### src/rtl/lemonpc_pkg.sv
// Shared LemonPC definitions: write-back FSM states and load funct3 encodings.
package lemonpc_pkg;

  typedef enum logic [1:0] {IDLE, REQ, WAIT, WB} wb_state_e;

  localparam logic [2:0] F3_LB  = 3'b000;
  localparam logic [2:0] F3_LH  = 3'b001;
  localparam logic [2:0] F3_LW  = 3'b010;
  localparam logic [2:0] F3_LD  = 3'b011;
  localparam logic [2:0] F3_LBU = 3'b100;
  localparam logic [2:0] F3_LHU = 3'b101;
  localparam logic [2:0] F3_LWU = 3'b110;

endpackage

### src/rtl/load_extend.sv
// Load data extraction: shift the addressed lane down, then sign/zero-extend by funct3.
module load_extend
  import lemonpc_pkg::*;
#(
  parameter int DATA_WIDTH = 32
) (
  input  logic [2:0]                      funct3,
  input  logic [$clog2(DATA_WIDTH/8)-1:0] off,
  input  logic [DATA_WIDTH-1:0]           word,
  output logic [DATA_WIDTH-1:0]           data
);

  logic [DATA_WIDTH-1:0] lane;

  always_comb begin
    lane = word >> {off, 3'b000};
    case (funct3)
      F3_LB:   data = DATA_WIDTH'($signed(lane[7:0]));
      F3_LH:   data = DATA_WIDTH'($signed(lane[15:0]));
      F3_LW:   data = DATA_WIDTH'($signed(lane[31:0]));
      F3_LBU:  data = DATA_WIDTH'(lane[7:0]);
      F3_LHU:  data = DATA_WIDTH'(lane[15:0]);
      F3_LWU:  data = DATA_WIDTH'(lane[31:0]);
      default: data = lane;
    endcase
  end

endmodule

### src/rtl/writeback_unit.sv
// LemonPC write-back stage: passes ALU results through, performs loads, drives the RF write port.
module writeback_unit
  import lemonpc_pkg::*;
#(
  parameter int ADDR_WIDTH = 5,
  parameter int DATA_WIDTH = 32
) (
  input  logic                  clk,
  input  logic                  rst_n,
  input  logic                  in_valid,
  output logic                  in_ready,
  input  logic [ADDR_WIDTH-1:0] in_rd,
  input  logic                  in_rd_wen,
  input  logic                  in_is_load,
  input  logic [2:0]            in_funct3,
  input  logic [DATA_WIDTH-1:0] in_result,
  output logic                  mem_req_valid,
  input  logic                  mem_req_ready,
  output logic [DATA_WIDTH-1:0] mem_req_addr,
  input  logic                  mem_resp_valid,
  input  logic [DATA_WIDTH-1:0] mem_resp_data,
  input  logic                  mem_resp_err,
  output logic                  rf_wen,
  output logic [ADDR_WIDTH-1:0] rf_rd,
  output logic [DATA_WIDTH-1:0] rf_dataD,
  output logic                  retire,
  output logic                  exc_misaligned,
  output logic                  exc_fault
);

  localparam int OFF_W = $clog2(DATA_WIDTH/8);

  wb_state_e             state, state_d;
  logic [ADDR_WIDTH-1:0] rd_q, rd_q_d, rf_rd_d;
  logic                  rd_wen_q, rd_wen_q_d;
  logic [2:0]            f3_q, f3_q_d;
  logic [OFF_W-1:0]      off_q, off_q_d;
  logic [DATA_WIDTH-1:0] data_d, addr_d, ext;
  logic                  req_v_d, wen_d, retire_d, mis_d, flt_d;
  logic                  mis_addr, bad_f3;

  assign in_ready = (state == IDLE);

  load_extend #(.DATA_WIDTH(DATA_WIDTH)) u_ext (
    .funct3 (f3_q),
    .off    (off_q),
    .word   (mem_resp_data),
    .data   (ext)
  );

  always_comb begin
    case (in_funct3)
      F3_LH, F3_LHU: mis_addr = in_result[0];
      F3_LW, F3_LWU: mis_addr = (in_result[1:0] != 2'b00);
      F3_LD:         mis_addr = (in_result[2:0] != 3'b000);
      default:       mis_addr = 1'b0;
    endcase
    bad_f3 = (in_funct3 == 3'b111) ||
             ((DATA_WIDTH == 32) && (in_funct3 == F3_LD || in_funct3 == F3_LWU));
  end

  always_comb begin
    state_d    = state;
    rd_q_d     = rd_q;
    rd_wen_q_d = rd_wen_q;
    f3_q_d     = f3_q;
    off_q_d    = off_q;
    rf_rd_d    = rf_rd;
    data_d     = rf_dataD;
    addr_d     = mem_req_addr;
    req_v_d    = mem_req_valid;
    wen_d      = 1'b0;
    retire_d   = 1'b0;
    mis_d      = 1'b0;
    flt_d      = 1'b0;
    case (state)
      IDLE: if (in_valid) begin
        rd_q_d     = in_rd;
        rd_wen_q_d = in_rd_wen;
        f3_q_d     = in_funct3;
        off_q_d    = in_result[OFF_W-1:0];
        if (!in_is_load) begin
          state_d  = WB;
          retire_d = 1'b1;
          wen_d    = in_rd_wen && (in_rd != '0);
          rf_rd_d  = in_rd;
          data_d   = in_result;
        end else if (mis_addr || bad_f3) begin
          // Faulting load never reaches memory; it retires with the flag only.
          state_d  = WB;
          retire_d = 1'b1;
          mis_d    = 1'b1;
          rf_rd_d  = in_rd;
          data_d   = in_result;
        end else begin
          state_d             = REQ;
          req_v_d             = 1'b1;
          addr_d              = in_result;
          addr_d[OFF_W-1:0]   = '0;
        end
      end
      REQ: if (mem_req_ready) begin
        req_v_d = 1'b0;
        state_d = WAIT;
      end
      WAIT: if (mem_resp_valid) begin
        state_d  = WB;
        retire_d = 1'b1;
        flt_d    = mem_resp_err;
        wen_d    = rd_wen_q && (rd_q != '0) && !mem_resp_err;
        rf_rd_d  = rd_q;
        data_d   = ext;
      end
      default: state_d = IDLE;
    endcase
  end

  always_ff @(posedge clk or negedge rst_n) begin
    if (!rst_n) begin
      state          <= IDLE;
      rd_q           <= '0;
      rd_wen_q       <= 1'b0;
      f3_q           <= '0;
      off_q          <= '0;
      rf_rd          <= '0;
      rf_dataD       <= '0;
      mem_req_addr   <= '0;
      mem_req_valid  <= 1'b0;
      rf_wen         <= 1'b0;
      retire         <= 1'b0;
      exc_misaligned <= 1'b0;
      exc_fault      <= 1'b0;
    end else begin
      state          <= state_d;
      rd_q           <= rd_q_d;
      rd_wen_q       <= rd_wen_q_d;
      f3_q           <= f3_q_d;
      off_q          <= off_q_d;
      rf_rd          <= rf_rd_d;
      rf_dataD       <= data_d;
      mem_req_addr   <= addr_d;
      mem_req_valid  <= req_v_d;
      rf_wen         <= wen_d;
      retire         <= retire_d;
      exc_misaligned <= mis_d;
      exc_fault      <= flt_d;
    end
  end

endmodule

### config.mk
export PLATFORM = sky130hd
export DESIGN_NAME = writeback_unit
export DESIGN_NICKNAME = d
export VERILOG_FILES = /design/src/rtl/lemonpc_pkg.sv /design/src/rtl/load_extend.sv /design/src/rtl/writeback_unit.sv
export SDC_FILE = /design/constraint.sdc
export NUM_CORES = 1
export LEC_CHECK = 0
export CAP_MARGIN = 10
export CORE_MARGIN = 10
export CORE_UTILIZATION = 41
export DETAILED_ROUTE_END_ITERATION = 8
export PLACE_DENSITY = 0.76
export RECOVER_POWER = 100
export SLEW_MARGIN = 5
export SYNTH_ARGS = -nofsm -noshare
export SYNTH_HDL_FRONTEND = slang
export SYNTH_SLANG_ARGS = --single-unit
### constraint.sdc
create_clock -name clk -period 2.19 [get_ports clk]
set_clock_uncertainty 0.05 [all_clocks]
set_input_delay 0.438 -clock clk [delete_from_list [all_inputs] [get_ports clk]]
set_output_delay 0.438 -clock clk [all_outputs]
set_load 0.03 [all_outputs]
==> summary.md, run 1 <==
| Metric | Value |
|---|---|
| Max frequency | `486 MHz` |
| H-tree levels | `3` |
| Die height | `125 um` |
| PwrDens | `1570 nW/um2` |
| Vias in the first global route | `4084` |
| IO Count | `155` |
| Most frequent cells after synthesis | `dfrtp_1 (85), mux2_2 (57), nand2_1 (45), mux2i_1 (31), a32o_1 (16)` |
| Yosys cell types | `52` |
| CP cell instances | `dlygate4sd3_1 -> nor4_4 -> o2111ai_4 -> clkbuf_4 -> mux2_1` |
| Max cap viols | `0` |
| R2r endpoint | `rf_dataD[11]$_DFFE_PN0P_` |
| Hold_ws | `0.439 ns` |
| CTS tree | `built` |
| Slowest cell on crit path | `dlygate4sd3_1` |
| Post-CTS setup repair buffer count | `0` |
| Hold wc startpoint | `mem_req_addr[21]$_DFFE_PN0P_` |
| Initial antenna violation count | `0` |
| Placed Instance Area | `6390 um2` |
| Layout cell share with drive strength beyond 1 | `0.217` |
| TritonRoute pass-1 iters | `5` |
| Slew Limit Fails | `0` |
| Met3 Wirelength | `1100 um` |
| Met1 wire length | `5980 um` |
| Final instance area | `6610 um2` |
| Largest net degree at the start of global routing | `53` |
| Drt first-iter violations | `214` |
| CTS clock-pin slew for the worst setup and hold paths | `0.08 ns` |
| Die width | `125 um` |
| DP HPWL | `11000 um` |
| Worst path arrival time | `2.25 ns` |
| Post-synth top area share | `0.470` |
| Grt total ovfl | `0` |
| CORE AREA | `10800 um2` |
| Synth area leaders | `dfrtp_1 (47%), mux2_2 (14%), mux2i_1 (6.9%)` |
| Vias | `3779` |
| First-pass GRT wire length | `22600 um` |
| Worst Reg-to-Reg Cells | `9` |
| Antenna-violating nets left | `0` |
| EDFF count, synth | `0` |
| CTS Buf Count | `9` |
| VDD IR max | `0.828 mV` |
| Critical Path RT | `2.38 ns` |
| Hold Path Stages | `1` |
| Mapped Cells | `388` |
| Main synth FF type | `dfrtp_1` |
| Worst Path Max Fanout | `19` |
| Worst slew pin tran | `0.905 ns` |
| Hold endpoint | `mem_req_addr[21]$_DFFE_PN0P_` |
| Yosys top cell by area | `dfrtp_1` |
| Cell area after synthesis | `4520 um2` |
| DRC | `0` |
| Port Buffer Count | `152` |
| Synthesis Warnings | `0` |
| Asr flop ratio synth | `1.00` |
| Crit path time final | `2.06 ns` |
| Top Layer Used | `met4` |
| Crit end category | `register` |
| Period Utilization, post-route | `0.939` |
| Die ar. | `15600 um2` |
| Final WL | `14100 um` |
| Rel. slew slack | `0.397` |
| RSZ-0062 raised after global routing | `no` |
| Routed wire per std cell | `20.2 um` |
| Sequential area share after synthesis | `0.470` |
| Reg-to-reg setup timing slack | `0.18 ns` |
| Total power | `0.0104 W` |
| GRT Overall Usage | `0.177` |
| Max Root-Sink Buffers | `2` |
| Static Leak | `2.88 nW` |
| Final nets | `636` |
| Status | `finished, final reports clean` |
| Worst Setup SP | `in_result[0]` |
| Max incr delay on CP | `0.60 ns` |
| Clock Latency Late Sink | `0.35 ns` |
| Sink Count | `85` |
| Hold Crit Class | `reg2reg` |
| Met2 wire len | `6870 um` |
| Endpoints failing setup | `0` |
| Area growth from synthesis to layout | `46.0%` |
| Routability cong. | `0.842` |
| FF-to-FF Start | `state[0]$_DFFE_PN0P_` |
| Yosys reg bits | `85` |
| Row cnt | `38` |
| Vias per inst | `5.41` |
| CP startpoint kind | `input pin` |
| Final Hold Viols | `0` |
| Most frequent cell after synthesis | `dfrtp_1` |
| Initial Util | `0.417` |
| Critical path class | `in2reg` |
| Mapped Avg Cell Area | `11.7 um2` |
| Root buffer cell | `clkbuf_8` |
## sequential cells by signal, summed over array words and instances, names as in the netlist, 2 cells and up
name	cells
rf_dataD	32
mem_req_addr	30
rd_q	5
rf_rd	5
f3_q	3
off_q	2
state	2
## where the power goes
part           switching, W  leakage, nW  internal, W
Clock              0.000553        0.121     0.000789
Sequential         0.000458         1.03      0.00235
Combinational       0.00342         1.73      0.00283
## critical path: cells and delay by family
| family | cells | cell delay (ns) |
|---|---|---|
| and+or+nand+nor | 1 | 0.40 |
| muxes | 1 | 0.36 |
| buffers and inverters | 2 | 0.89 |
| AOI/OAI and AO/OA | 1 | 0.15 |
## metrics by stage
stage	util	setup slack [ns]	TNS [ns]	cells
floorplan	-	0.0399	0	389
global placement	0.590	-0.0818	-2.07	680
detailed placement	0.590	-0.120	-3.67	680
CTS	0.613	0.124	0	697
global route	0.609	0.0394	0	697
finish	0.609	0.133	0	698
## layer usage
metal,GRT usage,vias up
met5,0,-
met4,0.0413,0
met3,0.0651,10
met2,0.288,126
met1,0.217,1879
li1,-,1764
## kinds of logic (layout without fill, tap and decap cells)
kind of cell | count (synthesis) | after routing | synth area share
xor gates and xnor gates | 1 | 1 | 0.00194
adders and majority gates | 4 | 4 | 0.0111
AOI/OAI and AO/OA | 70 | 70 | 0.128
muxes | 99 | 99 | 0.240
buffers and inverters | 37 | 205 | 0.0429
DFF | 85 | 85 | 0.470
and+or+nand+nor | 91 | 91 | 0.105
other | 1 | 3 | 0.000829
## worst max path at each step
stage,endpoint,cells after the start
floorplan,rf_dataD[3]$_DFFE_PN0P_,8
global placement,rf_dataD[4]$_DFFE_PN0P_,6
detailed placement,rf_dataD[16]$_DFFE_PN0P_,6
CTS,rf_dataD[12]$_DFFE_PN0P_,5
global route,rf_dataD[12]$_DFFE_PN0P_,9
finish,mem_req_addr[22]$_DFFE_PN0P_,5
## cell usage in the layout, fill, tap and decap left out, types with 2 or more instances in the layout
cell             instances
or2_2                    8
nor3_1                   2
or3_1                    3
nor2_1                   4
clkbuf_4                 2
bufinv_16                3
a41oi_1                  5
dfrtp_1                 85
mux2_1                  10
nand2b_1                 3
a21oi_1                  9
a22o_1                   7
clkbuf_8                10
nor2b_1                  3
a2bb2oi_1                7
mux2_2                  57
or4_1                    4
clkbuf_1                 4
clkbuf_2                 4
conb_1                   2
a32o_1                  16
o21ai_0                  7
nor2b_2                  2
buf_4                   18
a41oi_2                  2
clkdlybuf4s50_1         77
ha_1                     4
mux2i_1                 31
o21ai_1                  4
dlygate4sd3_1           74
inv_1                    6
buf_12                   6
nand4_1                  9
nand2_1                 45
## layout make-up
cell class,instances,area [um2]
antenna,1,2.50
sequential,85,2130
multi-input combinational,267,2230
fill,914,4240
tap,140,175
inverter,6,22.5
timing repair buffer,183,1810
clock buffer,12,145
clock inverter,4,95.1
## timing repair
item	in CTS	in global routing
gates cloned	0	0
resized for setup	1	1
setup endpoints to repair	16	1
hold buffers	1	0
endpoints found under the hold margin	33	0
Note: power is estimated with default switching activity, not from simulation.
==> run 2, diff against run 1 <==
--- a/config.mk
+++ b/config.mk
@@ -6,11 +6,12 @@
 export NUM_CORES = 1
 export LEC_CHECK = 0
 export CAP_MARGIN = 10
-export CORE_MARGIN = 10
-export CORE_UTILIZATION = 41
+export CORE_UTILIZATION = 43
+export CTS_BUF_LIST = sky130_fd_sc_hd__clkbuf_4 sky130_fd_sc_hd__clkbuf_8
 export DETAILED_ROUTE_END_ITERATION = 8
-export PLACE_DENSITY = 0.76
+export PLACE_DENSITY = 0.79
 export RECOVER_POWER = 100
+export SETUP_SLACK_MARGIN = 0.02
 export SLEW_MARGIN = 5
 export SYNTH_ARGS = -nofsm -noshare
 export SYNTH_HDL_FRONTEND = slang
==> run 2 against run 1 <==
Non-clock buffer count grew 8. Flip-flop and latch count unchanged. Die area down 30%.
==> summary.md, run 2 (synthesis results as in run 1) <==
| Metric | Value |
|---|---|
| Status | `finished, final reports clean` |
| Sink Count | `85 (unchanged)` |
| Max cap viols | `0 (unchanged)` |
| Hold Crit Class | `reg2reg` |
| Hold Path Stages | `1 (unchanged)` |
| CTS Buf Count | `9 (unchanged)` |
| Most common cell after layout, fill and taps aside | `dfrtp_1` |
| Post-CTS setup repair buffer count | `0 (unchanged)` |
| Fin worst setup slack | `0.125 ns (-0.00745 ns)` |
| Die height | `105 um (-16%)` |
| Layout cell share with drive strength beyond 1 | `0.227 (+0.00931)` |
| CTS clock-pin slew for the worst setup and hold paths | `0.09 ns (about the same)` |
| Reg-to-reg setup timing slack | `0.13 ns (-0.05 ns)` |
| Die width | `105 um (-16%)` |
| Vias per inst | `5.50 (+1.6%)` |
| Final nets | `644 (+1.3%)` |
| Crit end category | `output pin` |
| Port Buffer Count | `152 (unchanged)` |
| Met3 Usage GRT | `0.0536 (-0.0114)` |
| GRT Overall Usage | `0.243 (+0.0667)` |
| # diodes | `0 (-1)` |
| R2r endpoint | `rf_dataD[13]$_DFFE_PN0P_` |
| Slowest cell on crit path | `dfrtp_1` |
| Cells after DPL | `684 (+0.59%)` |
| CP startpoint kind | `register` |
| Largest net degree at the start of global routing | `44 (-17%)` |
| Rel. slew slack | `0.193 (-0.204)` |
| Initial Util | `0.440 (+0.0229)` |
| Hold wc startpoint | `mem_req_addr[21]$_DFFE_PN0P_` |
| Root buffer cell | `clkbuf_8` |
| Setup TNS | `0 ns (unchanged)` |
| Antenna-violating nets left | `0 (unchanged)` |
| Worst Reg-to-Reg Cells | `9 (unchanged)` |
| Met2 usage | `0.402 (+0.113)` |
| Max Root-Sink Buffers | `2 (unchanged)` |
| FF-to-FF Start | `state[0]$_DFFE_PN0P_` |
| Routability cong. | `0.884 (+5.0%)` |
| Drt first-iter violations | `183 (-14%)` |
| Max frequency | `484 MHz (-0.36%)` |
| VDD IR max | `0.856 mV (+3.4%)` |
| Worst path arrival time | `1.58 ns (-0.67 ns)` |
| CP cell instances | `inv_1 -> ha_1 -> dlygate4sd2_1` |
| Final WL | `12800 um (-9.2%)` |
| Area growth from synthesis to layout | `46.0% (about the same)` |
| Endpoints failing setup | `0 (unchanged)` |
| Hold endpoint | `mem_req_addr[21]$_DFFE_PN0P_` |
| DP HPWL | `9820 um (-11%)` |
| H-tree levels | `3 (unchanged)` |
| Busiest grt layer | `met2` |
| Row cnt | `37 (-2.6%)` |
| CTS tree | `built` |
| Crit path time final | `2.06 ns (+0.00745 ns)` |
| Fin cells | `701 (+0.43%)` |
| Worst slew pin tran | `1.21 ns (+0.306 ns)` |
| IO Count | `155 (unchanged)` |
| Cell family with most CP delay | `buffers and inverters` |
| DP Worst Slack | `-0.171 ns (-0.0509 ns)` |
| Period Utilization, post-route | `0.943 (+0.00340)` |
| Die ar. | `10900 um2 (-30%)` |
| DRC | `0 (unchanged)` |
| Worst Path Max Fanout | `5 (-14)` |
| Critical Path RT | `1.70 ns (-0.68 ns)` |
| Max FFs per register | `32 (unchanged)` |
| Vias | `3856 (+2.0%)` |
| Biggest registers after layout | `rf_dataD (32), mem_req_addr (30)` |
| Final Hold Viols | `0 (unchanged)` |
| Critical path class | `reg2out` |
| Worst Path Buf+Inv | `2 (unchanged)` |
| RSZ-0062 raised after global routing | `no` |
| Max incr delay on CP | `0.43 ns (-0.17 ns)` |
| Slew Limit Fails | `0 (unchanged)` |
| TritonRoute pass-1 iters | `4 (-1)` |
| Routed wire per std cell | `18.2 um (-9.6%)` |
| Core Util, Final | `0.643 (+0.0333)` |
| CORE AREA | `10300 um2 (-5.2%)` |
| Vias in the first global route | `4081 (-0.073%)` |
| GRT met1 Usage | `0.313 (+0.0955)` |
| Initial antenna violation count | `0 (unchanged)` |
| Filler instances | `837 (-8.4%)` |
| PwrDens | `1530 nW/um2 (-2.6%)` |
| Most frequent cells in the layout | `dfrtp_1 (85), clkdlybuf4s50_1 (78), dlygate4sd3_1 (73)` |
| First-pass GRT wire length | `20800 um (-7.7%)` |
| Clock Latency Late Sink | `0.37 ns (+0.02 ns)` |
| Static Leak | `2.89 nW (about the same)` |
| Grt total ovfl | `0 (unchanged)` |
| Most flops, register | `rf_dataD` |
run 2: changes by cell type in the layout (fill, tap and decap cells not counted), sizes merged:
| cell | delta |
|---|---|
| clkbuf | -3 |
| dlygate4sd3 | -1 |
| buf | +7 |
| diode | -1 |
| clkinvlp | +3 |
| clkdlybuf4s50 | +1 |
| bufinv | -3 |
| clkinv | +1 |
| dlygate4sd2 | +1 |
| inv | +2 |
run 2: per-layer routing:
layer | routed length [um] | share of wire
met5 | 0 | 0
met4 | 287 | 0.022
met1 | 5500 | 0.43
met3 | 778 | 0.061
met2 | 6230 | 0.49
run 2: worst max-delay path by stage:
| stage | start | cells past startpoint | to | slack [ns] |
|---|---|---|---|---|
| after floorplan | state[0]$_DFFE_PN0P_ | 8 | rf_dataD[3]$_DFFE_PN0P_ | 0.04 |
| after global placement | in_result[0] | 7 | rf_dataD[29]$_DFFE_PN0P_ | -0.07 |
| after detailed placement | in_result[0] | 6 | rf_dataD[30]$_DFFE_PN0P_ | -0.17 |
| after CTS | state[0]$_DFFE_PN0P_ | 9 | rf_dataD[30]$_DFFE_PN0P_ | 0.14 |
| after global routing | state[0]$_DFFE_PN0P_ | 3 | in_ready | 0.02 |
| final | state[0]$_DFFE_PN0P_ | 3 | in_ready | 0.13 |
run 2: layout make-up:
| type | instances | area, um2 | share of cell area |
|---|---|---|---|
| Multi-Input combinational cell | 267 | 2230 | 0.337 |
| Sequential cell | 85 | 2130 | 0.322 |
| Timing Repair Buffer | 191 | 1880 | 0.285 |
| Tap cell | 136 | 170 | 0.0258 |
| Clock buffer | 9 | 124 | 0.0188 |
| Clock inverter | 7 | 50.0 | 0.00758 |
| Inverter | 6 | 22.5 | 0.00341 |
run 2: timing repair:
action                                  CTS  global route
gates resized for setup                   2             0
endpoints found under the hold margin    20             0
endpoints found under the setup margin   17             0
hold buffers                              1             0
run 2: per-stage QoR:
step	total power [W]	area, um2	hold WS, ns
6_report	0.0101	6600	0.439
5_1_grt	0.0107	6600	0.466
4_1_cts	0.0105	6650	0.448
3_5_place_dp	0.00943	6460	0.292
3_3_place_gp	0.00923	6460	0.292
2_1_floorplan	0.00688	4530	0.0924
run 2: power by group:
part,total (W),switching (W),internal [W]
combinational,0.00631,0.00339,0.00292
sequential,0.00280,0.000444,0.00235
clock,0.00102,0.000609,0.000415
total,0.0101,0.00444,0.00569
